--- config.mk ---
export PLATFORM = sky130hd
export DESIGN_NAME = cpu_run_sequencer
export DESIGN_NICKNAME = d
export VERILOG_FILES = /design/src/rtl/cpu_seq_pkg.sv /design/src/rtl/seq_phase_timer.sv /design/src/rtl/cpu_run_sequencer.sv
export SDC_FILE = /design/constraint.sdc
export NUM_CORES = 1
export LEC_CHECK = 0
export CORE_ASPECT_RATIO = 1.4
export CORE_MARGIN = 5
export CORE_UTILIZATION = 37
export DETAILED_ROUTE_END_ITERATION = 6
export DONT_BUFFER_PORTS = 1
export GPL_ROUTABILITY_DRIVEN = 1
export SLEW_MARGIN = 10
export SYNTH_ARGS = -nofsm -noshare
export SYNTH_HDL_FRONTEND = slang
export SYNTH_SLANG_ARGS = --single-unit
--- constraint.sdc ---
create_clock -name clk -period 2.6 [get_ports clk]
set_input_delay 0.13 -clock clk [delete_from_list [all_inputs] [get_ports clk]]
set_output_delay 0.13 -clock clk [all_outputs]
set_load 0.05 [all_outputs]
--- src/rtl/cpu_seq_pkg.sv ---
// Shared definitions for the CPU run sequencer.
//   - cmd_op command codes
//   - sequencer state encoding
//   - evt_flags bit positions and a helper that packs the CHECK conditions
package cpu_seq_pkg;

  localparam logic [2:0] OP_NOP     = 3'd0;
  localparam logic [2:0] OP_CLK     = 3'd1;
  localparam logic [2:0] OP_ICLK    = 3'd2;
  localparam logic [2:0] OP_TICK    = 3'd3;
  localparam logic [2:0] OP_RUN     = 3'd4;
  localparam logic [2:0] OP_CPU_RST = 3'd5;

  localparam int FLAG_BRK   = 0;
  localparam int FLAG_HALT  = 1;
  localparam int FLAG_LIMIT = 2;
  localparam int FLAG_ABORT = 3;

  // SCLK_HI / SICLK_HI are the stand-alone single-strobe phases; CLK_HI..ICLK_LO
  // form a full tick, shared by the TICK command and by RUN.
  typedef enum logic [3:0] {
    ST_IDLE     = 4'd0,
    ST_SCLK_HI  = 4'd1,
    ST_SICLK_HI = 4'd2,
    ST_RST_HI   = 4'd3,
    ST_CLK_HI   = 4'd4,
    ST_CLK_LO   = 4'd5,
    ST_FMT_WAIT = 4'd6,
    ST_ICLK_HI  = 4'd7,
    ST_ICLK_LO  = 4'd8,
    ST_CHECK    = 4'd9,
    ST_EVT      = 4'd10
  } state_e;

  // Packs the run-termination conditions into the evt_flags layout.
  function automatic logic [3:0] pack_flags(input logic brk, input logic hlt_n,
                                            input logic limit, input logic abort);
    logic [3:0] f;
    f             = 4'b0000;
    f[FLAG_BRK]   = brk;
    f[FLAG_HALT]  = ~hlt_n;
    f[FLAG_LIMIT] = limit;
    f[FLAG_ABORT] = abort;
    return f;
  endfunction

endpackage

--- src/rtl/seq_phase_timer.sv ---
// Phase timer for the run sequencer.
// Reloads to PHASE_LEN-1 when 'load' is high (state change) and counts down;
// 'phase_done' is high in the last clock of a phase.
// Ports:
//   clk        in   system clock
//   rst        in   asynchronous reset, active-low
//   load       in   phase entry (reload counter)
//   phase_done out  current phase has lasted PHASE_LEN clocks
module seq_phase_timer #(
  parameter int unsigned PHASE_LEN = 1
) (
  input  logic clk,
  input  logic rst,
  input  logic load,
  output logic phase_done
);

  localparam int unsigned CW = (PHASE_LEN > 1) ? $clog2(PHASE_LEN) : 1;
  localparam logic [CW-1:0] RELOAD = CW'(PHASE_LEN - 1);

  logic [CW-1:0] cnt_q;
  logic [CW-1:0] cnt_d;

  // Next count: reload on phase entry, otherwise count down to zero and hold.
  always_comb begin
    cnt_d = cnt_q;
    if (load) begin
      cnt_d = RELOAD;
    end else if (cnt_q != '0) begin
      cnt_d = cnt_q - CW'(1);
    end else begin
      cnt_d = cnt_q;
    end
  end

  // Counter register.
  always_ff @(posedge clk or negedge rst) begin
    if (!rst) begin
      cnt_q <= '0;
    end else begin
      cnt_q <= cnt_d;
    end
  end

  assign phase_done = (cnt_q == '0);

endmodule

--- src/rtl/cpu_run_sequencer.sv ---
// CPU clock / run sequencer.
// Executes single-shot commands (clk pulse, iclk pulse, tick, cpu reset) and RUN,
// which owns the core (ctrlen=0) and free-runs ticks until brk, halt, cycle limit
// or abort. Formatted-output words are handed off with a valid/ready stall.
// Ports:
//   clk, rst                         system clock, async active-low reset
//   cmd_valid/cmd_ready/cmd_op       command interface (accepted only in IDLE)
//   abort                            level, ends RUN at the next CHECK
//   cpu_clk/cpu_iclk/cpu_rst/ctrlen  core strobes and control-word select
//   brk, hlt_n                       core breakpoint / halt (active-low)
//   fmt_pending/fmt_valid/fmt_ready  formatted-output handshake
//   out_rst                          clears the core formatted-out register
//   evt_valid/evt_flags/evt_ready    run-termination event {abort,limit,halt,brk}
//   busy, cycle_count                status
// All outputs are registered, decoded from the next state.
module cpu_run_sequencer
  import cpu_seq_pkg::*;
#(
  parameter int unsigned PHASE_LEN  = 1,
  parameter int unsigned CNT_W      = 32,
  parameter int unsigned MAX_CYCLES = 0
) (
  input  logic             clk,
  input  logic             rst,
  input  logic             cmd_valid,
  output logic             cmd_ready,
  input  logic [2:0]       cmd_op,
  input  logic             abort,
  output logic             cpu_clk,
  output logic             cpu_iclk,
  output logic             cpu_rst,
  output logic             ctrlen,
  input  logic             brk,
  input  logic             hlt_n,
  input  logic             fmt_pending,
  output logic             fmt_valid,
  input  logic             fmt_ready,
  output logic             out_rst,
  output logic             evt_valid,
  output logic [3:0]       evt_flags,
  input  logic             evt_ready,
  output logic             busy,
  output logic [CNT_W-1:0] cycle_count
);

  state_e           state_q, state_d;
  logic             run_q, run_d;
  logic [3:0]       flags_q, flags_d;
  logic [CNT_W-1:0] count_q, count_d;
  logic             cmd_ready_q, cmd_ready_d;
  logic             cpu_clk_q, cpu_clk_d;
  logic             cpu_iclk_q, cpu_iclk_d;
  logic             cpu_rst_q, cpu_rst_d;
  logic             ctrlen_q, ctrlen_d;
  logic             fmt_valid_q, fmt_valid_d;
  logic             out_rst_q, out_rst_d;
  logic             evt_valid_q, evt_valid_d;
  logic             busy_q, busy_d;
  logic             phase_done_s;
  logic             limit_s;
  logic [3:0]       check_flags_s;

  seq_phase_timer #(.PHASE_LEN(PHASE_LEN)) u_timer (
    .clk        (clk),
    .rst        (rst),
    .load       (state_d != state_q),
    .phase_done (phase_done_s)
  );

  assign limit_s       = (MAX_CYCLES != 32'd0) && (count_q == CNT_W'(MAX_CYCLES));
  assign check_flags_s = pack_flags(brk, hlt_n, limit_s, abort);

  // Next-state logic, run bookkeeping and registered-output decode.
  always_comb begin
    state_d = state_q;
    run_d   = run_q;
    flags_d = flags_q;
    count_d = count_q;
    case (state_q)
      ST_IDLE: begin
        if (cmd_valid) begin
          case (cmd_op)
            OP_CLK:     state_d = ST_SCLK_HI;
            OP_ICLK:    state_d = ST_SICLK_HI;
            OP_TICK:    state_d = ST_CLK_HI;
            OP_CPU_RST: state_d = ST_RST_HI;
            OP_RUN: begin
              state_d = ST_CHECK;
              run_d   = 1'b1;
              flags_d = 4'b0000;
              count_d = '0;
            end
            default:    state_d = ST_IDLE;
          endcase
        end else begin
          state_d = ST_IDLE;
        end
      end
      ST_SCLK_HI, ST_SICLK_HI, ST_RST_HI: begin
        if (phase_done_s) state_d = ST_IDLE;
        else              state_d = state_q;
      end
      ST_CLK_HI: begin
        if (phase_done_s) state_d = ST_CLK_LO;
        else              state_d = ST_CLK_HI;
      end
      ST_CLK_LO: begin
        // The formatted-output stall only exists inside RUN.
        if (phase_done_s) state_d = (run_q && fmt_pending) ? ST_FMT_WAIT : ST_ICLK_HI;
        else              state_d = ST_CLK_LO;
      end
      ST_FMT_WAIT: begin
        if (fmt_ready) state_d = ST_ICLK_HI;
        else           state_d = ST_FMT_WAIT;
      end
      ST_ICLK_HI: begin
        if (phase_done_s) state_d = ST_ICLK_LO;
        else              state_d = ST_ICLK_HI;
      end
      ST_ICLK_LO: begin
        if (phase_done_s && run_q) begin
          state_d = ST_CHECK;
          // Saturating tick counter.
          count_d = (&count_q) ? count_q : count_q + CNT_W'(1);
        end else if (phase_done_s) begin
          state_d = ST_IDLE;
        end else begin
          state_d = ST_ICLK_LO;
        end
      end
      ST_CHECK: begin
        if (|check_flags_s) begin
          state_d = ST_EVT;
          flags_d = check_flags_s;
        end else begin
          state_d = ST_CLK_HI;
        end
      end
      ST_EVT: begin
        if (evt_ready) begin
          state_d = ST_IDLE;
          run_d   = 1'b0;
        end else begin
          state_d = ST_EVT;
        end
      end
      default: begin
        state_d = ST_IDLE;
        run_d   = 1'b0;
      end
    endcase

    cmd_ready_d = (state_d == ST_IDLE);
    busy_d      = (state_d != ST_IDLE);
    cpu_clk_d   = (state_d == ST_SCLK_HI) || (state_d == ST_CLK_HI);
    cpu_iclk_d  = (state_d == ST_SICLK_HI) || (state_d == ST_ICLK_HI);
    cpu_rst_d   = (state_d == ST_RST_HI);
    fmt_valid_d = (state_d == ST_FMT_WAIT);
    evt_valid_d = (state_d == ST_EVT);
    ctrlen_d    = ~(run_d && (state_d != ST_EVT));
    // out_rst covers the whole ICLK_HI that follows a formatted-output handoff.
    out_rst_d   = (state_d == ST_ICLK_HI) &&
                  ((state_q == ST_FMT_WAIT) || ((state_q == ST_ICLK_HI) && out_rst_q));
  end

  // State, bookkeeping and output registers.
  always_ff @(posedge clk or negedge rst) begin
    if (!rst) begin
      state_q     <= ST_IDLE;
      run_q       <= 1'b0;
      flags_q     <= 4'b0000;
      count_q     <= '0;
      cmd_ready_q <= 1'b1;
      busy_q      <= 1'b0;
      cpu_clk_q   <= 1'b0;
      cpu_iclk_q  <= 1'b0;
      cpu_rst_q   <= 1'b0;
      ctrlen_q    <= 1'b1;
      fmt_valid_q <= 1'b0;
      out_rst_q   <= 1'b0;
      evt_valid_q <= 1'b0;
    end else begin
      state_q     <= state_d;
      run_q       <= run_d;
      flags_q     <= flags_d;
      count_q     <= count_d;
      cmd_ready_q <= cmd_ready_d;
      busy_q      <= busy_d;
      cpu_clk_q   <= cpu_clk_d;
      cpu_iclk_q  <= cpu_iclk_d;
      cpu_rst_q   <= cpu_rst_d;
      ctrlen_q    <= ctrlen_d;
      fmt_valid_q <= fmt_valid_d;
      out_rst_q   <= out_rst_d;
      evt_valid_q <= evt_valid_d;
    end
  end

  assign cmd_ready   = cmd_ready_q;
  assign busy        = busy_q;
  assign cpu_clk     = cpu_clk_q;
  assign cpu_iclk    = cpu_iclk_q;
  assign cpu_rst     = cpu_rst_q;
  assign ctrlen      = ctrlen_q;
  assign fmt_valid   = fmt_valid_q;
  assign out_rst     = out_rst_q;
  assign evt_valid   = evt_valid_q;
  assign evt_flags   = flags_q;
  assign cycle_count = count_q;

endmodule

### Word level (Yosys, flattened, before mapping)

Cells that the tools add are included.

* $add $sub $neg: 2
* equality and inequality tests: 29
* mux-type cells: 28
* bitwise logic cells: 3
* reductions and logical operators: 19

Operators by type and width (count)
* $mux 32: 4
* $pmux 32 s2: 1
* $mux 4: 10
* $pmux 4 s9: 1
* $add 32x1->32 const B: 1
* $reduce_and 32->1: 1
* $eq 4x3->1 const B: 7
* $pmux 4 s5: 1
* $eq 4x2->1 const B: 4
* $eq 4x4->1 const B: 4
* $reduce_or 9->1: 1
* $eq 4x1->1 const B: 2
* $logic_not 4->1: 2
* $mux 1: 8
* $ne 2x2->1 const B: 4
* $pmux 4 s2: 1
* $eq 3x2->1 const B: 2
* $eq 3x3->1 const B: 2
* $reduce_or 3->1: 2
* $logic_and 1x1->1: 5
* $reduce_and 5->1: 1
* $ne 4x4->1: 1
* $ne 4x4->1 const B: 1
* $reduce_and 4->1: 1
* other kinds (9): 14

* bits in registers: 51
* input port bits: 12
* output and inout bits: 45

### Depth between registers and ports, before layout

* word-level depth: 7
* gate-level depth with buffers: 8

### Modules after synthesis

Synthesis repeated with hierarchy kept, for this count alone.

* cells, all modules: 284
* area total of the unflattened synthesis: 2706.3 um^2

By module, submodules not included
* cpu_run_sequencer: times used 1, cells an instance 282, area an instance 2695.1 um^2, sequential area each 1228.7 um^2
* seq_phase_timer: times used 1, cells an instance 2, area an instance 11.3 um^2, sequential area each 0.0 um^2

### Worst setup path after synthesis

OpenSTA, ideal clock, no wires.

* path type: register to register
* start point: register count_q[2] (netlist: cycle_count[2])
* end point: register count_q[29] (netlist: cycle_count[29])
* setup time: 0.126 ns
* arrival time: 2.249 ns
* required time: 2.474 ns
* path slack: 0.225 ns
* cell stages (with the launch flop): 7
* path buffers: 1
* clock period less this slack: 2.375 ns
* cells stage by stage: dfrtp_1 buf_2 nand3_1 or4_4 nor4_2 a31oi_1 a221o_1

* longest elaborated chain between the ends: 4
* elaborated cells between the ends (all ways): 7
* classes of those cells: add/sub (1); eq/ne (1); mux (3); reduce/logical (2)

RTL lines
* from (decl): RTL line cpu_run_sequencer.sv:49 `logic [CNT_W-1:0] count_q, count_d;`
* from (signal assigned): RTL line cpu_run_sequencer.sv:186 `count_q <= count_d;`
* $add 32x1->32: RTL line cpu_run_sequencer.sv:124 `count_d = (&count_q) ? count_q : count_q + CNT_W'(1);`
* $mux 32: RTL line cpu_run_sequencer.sv:124
* $mux 32: RTL line cpu_run_sequencer.sv:121 `if (phase_done_s && run_q) begin`
* $pmux 32 s2: RTL line cpu_run_sequencer.sv:79 `case (state_q)`

Several ways; a longest one is shown, not always the timed one. The select of a mux whose other input is x is not followed.
A chain may end at the register's enable or synchronous reset.

### Worst setup path in the final report

* start point: register state_q[1]
* end point: register count_q[29] (netlist: cycle_count[29])

* longest elaborated chain between the ends: 3
* elaborated cells between the ends (all ways): 9
* classes of those cells: eq/ne (5); mux (1); reduce/logical (3)

RTL lines
* from (decl): RTL line cpu_run_sequencer.sv:46 `state_e state_q, state_d;`
* from (signal assigned): RTL line cpu_run_sequencer.sv:183 `state_q <= state_d;`
* $eq 4x4->1 / $logic_not 4->1 (equally long branches): RTL line cpu_run_sequencer.sv:79
* $ne 2x2->1 (no line), or another cell as far along
* $reduce_and 5->1 (no line)

Several ways; a longest one is shown, not always the timed one.

==> metrics <==
status finished, final reports clean; sequential area share after synthesis 44.84%; Setup TNS 0 ns; Rel. slew slack 64.01%; CTS Buf Count 5; final hold violation count 0; worst r2r src state_q[1]$_DFF_PN0_; commonest non-fill, non-tap cell in the layout dfrtp_1; drt wl/cell 17.50 um; Hold/Removal Path Class in -> reg; crit path from state_q[1]$_DFF_PN0_; Max IR drop VDD 0.5749 mV; period utilization 91.13%; startpoint types flop; f_max 422.1 MHz; Die ar. 9251 um^2; average vias per placed instance 5.795; Crit path buffers/inverters 0; Placement Cell Area 3073 um^2; power per cell area 1262 nW/um^2; I/O Pins 57; via count 2538; Critical Path AT 2.56 ns; reg2reg path depth 5; Critical Path RT 2.79 ns; CTS clk-pin slew, worst paths 0.09 ns; CTS tree built; critical path, cell by cell nor4_1 -> nand2_1 -> nor3b_1 -> nor2_1 -> a221o_1; clock sinks 49; initial antenna violation count 0; fillers 720; Hold Path Sink state_q[2]$_DFF_PN0_; CP delay by family, top simple AND/OR/NAND/NOR gates; min-delay src cmd_valid; DPL Wire Length 5566 um; synthesized area per cell 9.043 um^2; GRT overflow 0; RR Endpoint cycle_count[29]$_DFFE_PN0P_; Slowest-stage cell, CP dfrtp_1; Worst Hold Depth 2; predominant post-synthesis flop cell dfrtp_1; Worst-Margin Slew 0.5326 ns; worst-path fanout max 10; Antenna diodes 0; synthesized area 2740 um^2; DRC Markers 0; Max Cap Viol 0; root buffer cell clkbuf_8; largest net degree at the start of global routing 50; GRT Util Overall 17.11%; Syn Nets 316; final period demand of the worst path 2.369 ns; first-pass GRT wire length 12340 um; Initial Util 37.70%; layout cell share with drive strength beyond 1 17.60%; CTS max path bufs 2; design area 3267 um^2; die width 82.73 um; Placer Congestion 0.8484; Crit. End Element flop; Netlist cell types 53; # H-tree levels 2; final wirelength 7665 um; warnings from Yosys 0; asr flop ratio synth 100.0%; R2R setup slack 0.23 ns; Worst path max stage delay 0.52 ns; Post-synth EDFFs 0; RSZ-0062 raised after global routing false; most frequent cells in the layout dfrtp_1 (47), buf_4 (37), nand2_1 (36); Fin Clk Skew 0.007146 ns; Worst-Skew Late Latency 0.31 ns; Core ar. 7268 um^2; Cells after Synth 303; Die Ht 111.8 um; via count of the first global-routing pass 2494; post-CTS setup buffer count 0; setup violators final 0; fin. max-slew vios 0; drt pass-1 iters 4; Static Leak 1.391 nW; Iter 0 DRT Violations 184; area grow syn2layout 19.22%; Post-layout nets 353; Crit Path Category reg -> reg; post-route ant nets 0; synthesized flop and latch total 49; IO Port Bufs 0; row cnt 37
per-stage QoR:
step | worst slack (ns) | total power, mW | utilization (%) | cells | hold WS (ns)
finish | 0.2307 | 4.123 | 44.95 | 438 | 0.03348
global route | 0.07814 | 4.374 | 44.95 | 438 | 0.05844
floorplan | 0.2247 | 2.949 | - | 303 | -0.1656
detailed placement | 0.2841 | 3.549 | 42.28 | 424 | -0.1637
global placement | 0.2423 | 3.526 | 42.28 | 424 | -0.1637
CTS | 0.2507 | 4.149 | 44.95 | 438 | 0.02347
worst max path at each step:
stage,cells after the start,to,slack (ns)
after CTS,5,cycle_count[29]$_DFFE_PN0P_,0.25
after global routing,5,cycle_count[29]$_DFFE_PN0P_,0.08
after floorplan,6,cycle_count[29]$_DFFE_PN0P_,0.22
after detailed placement,5,cycle_count[29]$_DFFE_PN0P_,0.28
final,5,cycle_count[29]$_DFFE_PN0P_,0.23
after global placement,5,cycle_count[29]$_DFFE_PN0P_,0.24
what timing repair did:
item | 4_1_cts | 5_1_grt
hold buffers | 6 | 0
gates resized for setup | 0 | 0
endpoints found under the hold margin | 53 | 0
state kept, by name, indices dropped and copies added (netlist names):
register     count
evt_flags        3
out_rst          1
fmt_valid        1
cpu_rst          1
cpu_iclk         1
cpu_clk          1
state_q          4
cmd_ready        1
run_q            1
cycle_count     32
busy             1
ctrlen           1
evt_valid        1
routing by layer:
metal | up-vias | track usage (%) | share of wire, %
li1 | 1221 | - | -
met1 | 1211 | 20.06 | 39
met2 | 93 | 29.44 | 52
met3 | 13 | 4.288 | 7.3
met4 | 0 | 6.107 | 1.9
met5 | - | 0 | 0
cell type report:
| cell class | count | area (um^2) | area share, % |
|---|---|---|---|
| clock buffers | 7 | 86.33 | 2.643 |
| well taps | 97 | 121.4 | 3.715 |
| clock inverters | 1 | 30.03 | 0.9192 |
| repair buffers | 43 | 355.3 | 10.88 |
| inverters | 4 | 15.01 | 0.4596 |
| multi-input cells | 237 | 1430 | 43.78 |
| flip-flops and latches | 49 | 1229 | 37.61 |
logic make-up (layout without fill, tap and decap cells):
| family | Yosys count | count (layout) | share of synthesized area (%) |
|---|---|---|---|
| adder cells (fa/ha/maj) | 1 | 1 | 0.4565 |
| buffers and inverters | 17 | 55 | 3.287 |
| other | 1 | 1 | 0.1369 |
| AO/OA/AOI/OAI | 95 | 95 | 22.10 |
| flip-flops | 49 | 49 | 44.84 |
| multiplexers | 3 | 3 | 1.096 |
| AND/OR/NAND/NOR | 137 | 137 | 28.08 |
worst reg2reg max path, stage by stage, from the launching register on:
cell and delay [ns]:
dfrtp_1 0.52, nor4_1 0.47, nand2_1 0.18, nor3b_1 0.48, nor2_1 0.22, a221o_1 0.39
synth_stat cells (3+ instances only):
library cell / n / share of area, %
a31oi_1: 28 / 6.4
nor3_1: 8 / 1.5
nand2b_1: 4 / 0.91
dfrtp_1: 47 / 43
nor4_2: 3 / 1.4
a41oi_1: 4 / 1.3
nor4_1: 3 / 0.69
o21ai_0: 14 / 2.6
nand2_1: 36 / 4.9
nor2b_1: 9 / 2.1
nand3_1: 18 / 3.3
mux2i_1: 3 / 1.1
a21oi_1: 23 / 4.2
and2_1: 3 / 0.69
and3_1: 5 / 1.1
a22o_1: 4 / 1.3
or4_1: 3 / 0.82
and4_1: 3 / 0.96
a21o_1: 3 / 0.82
buf_2: 5 / 0.91
inv_1: 4 / 0.55
o21a_1: 5 / 1.4
clkbuf_1: 4 / 0.55
nand4_1: 11 / 2.5
nor2_1: 17 / 2.3
where the power goes:
group          switching [mW]  internal (mW)  leakage (nW)
sequential              0.454           1.06         0.629
combinational            1.45          0.582         0.703
clock                   0.265          0.314        0.0585
total                    2.17           1.96          1.39
Note: power is estimated with default switching activity, not from simulation.
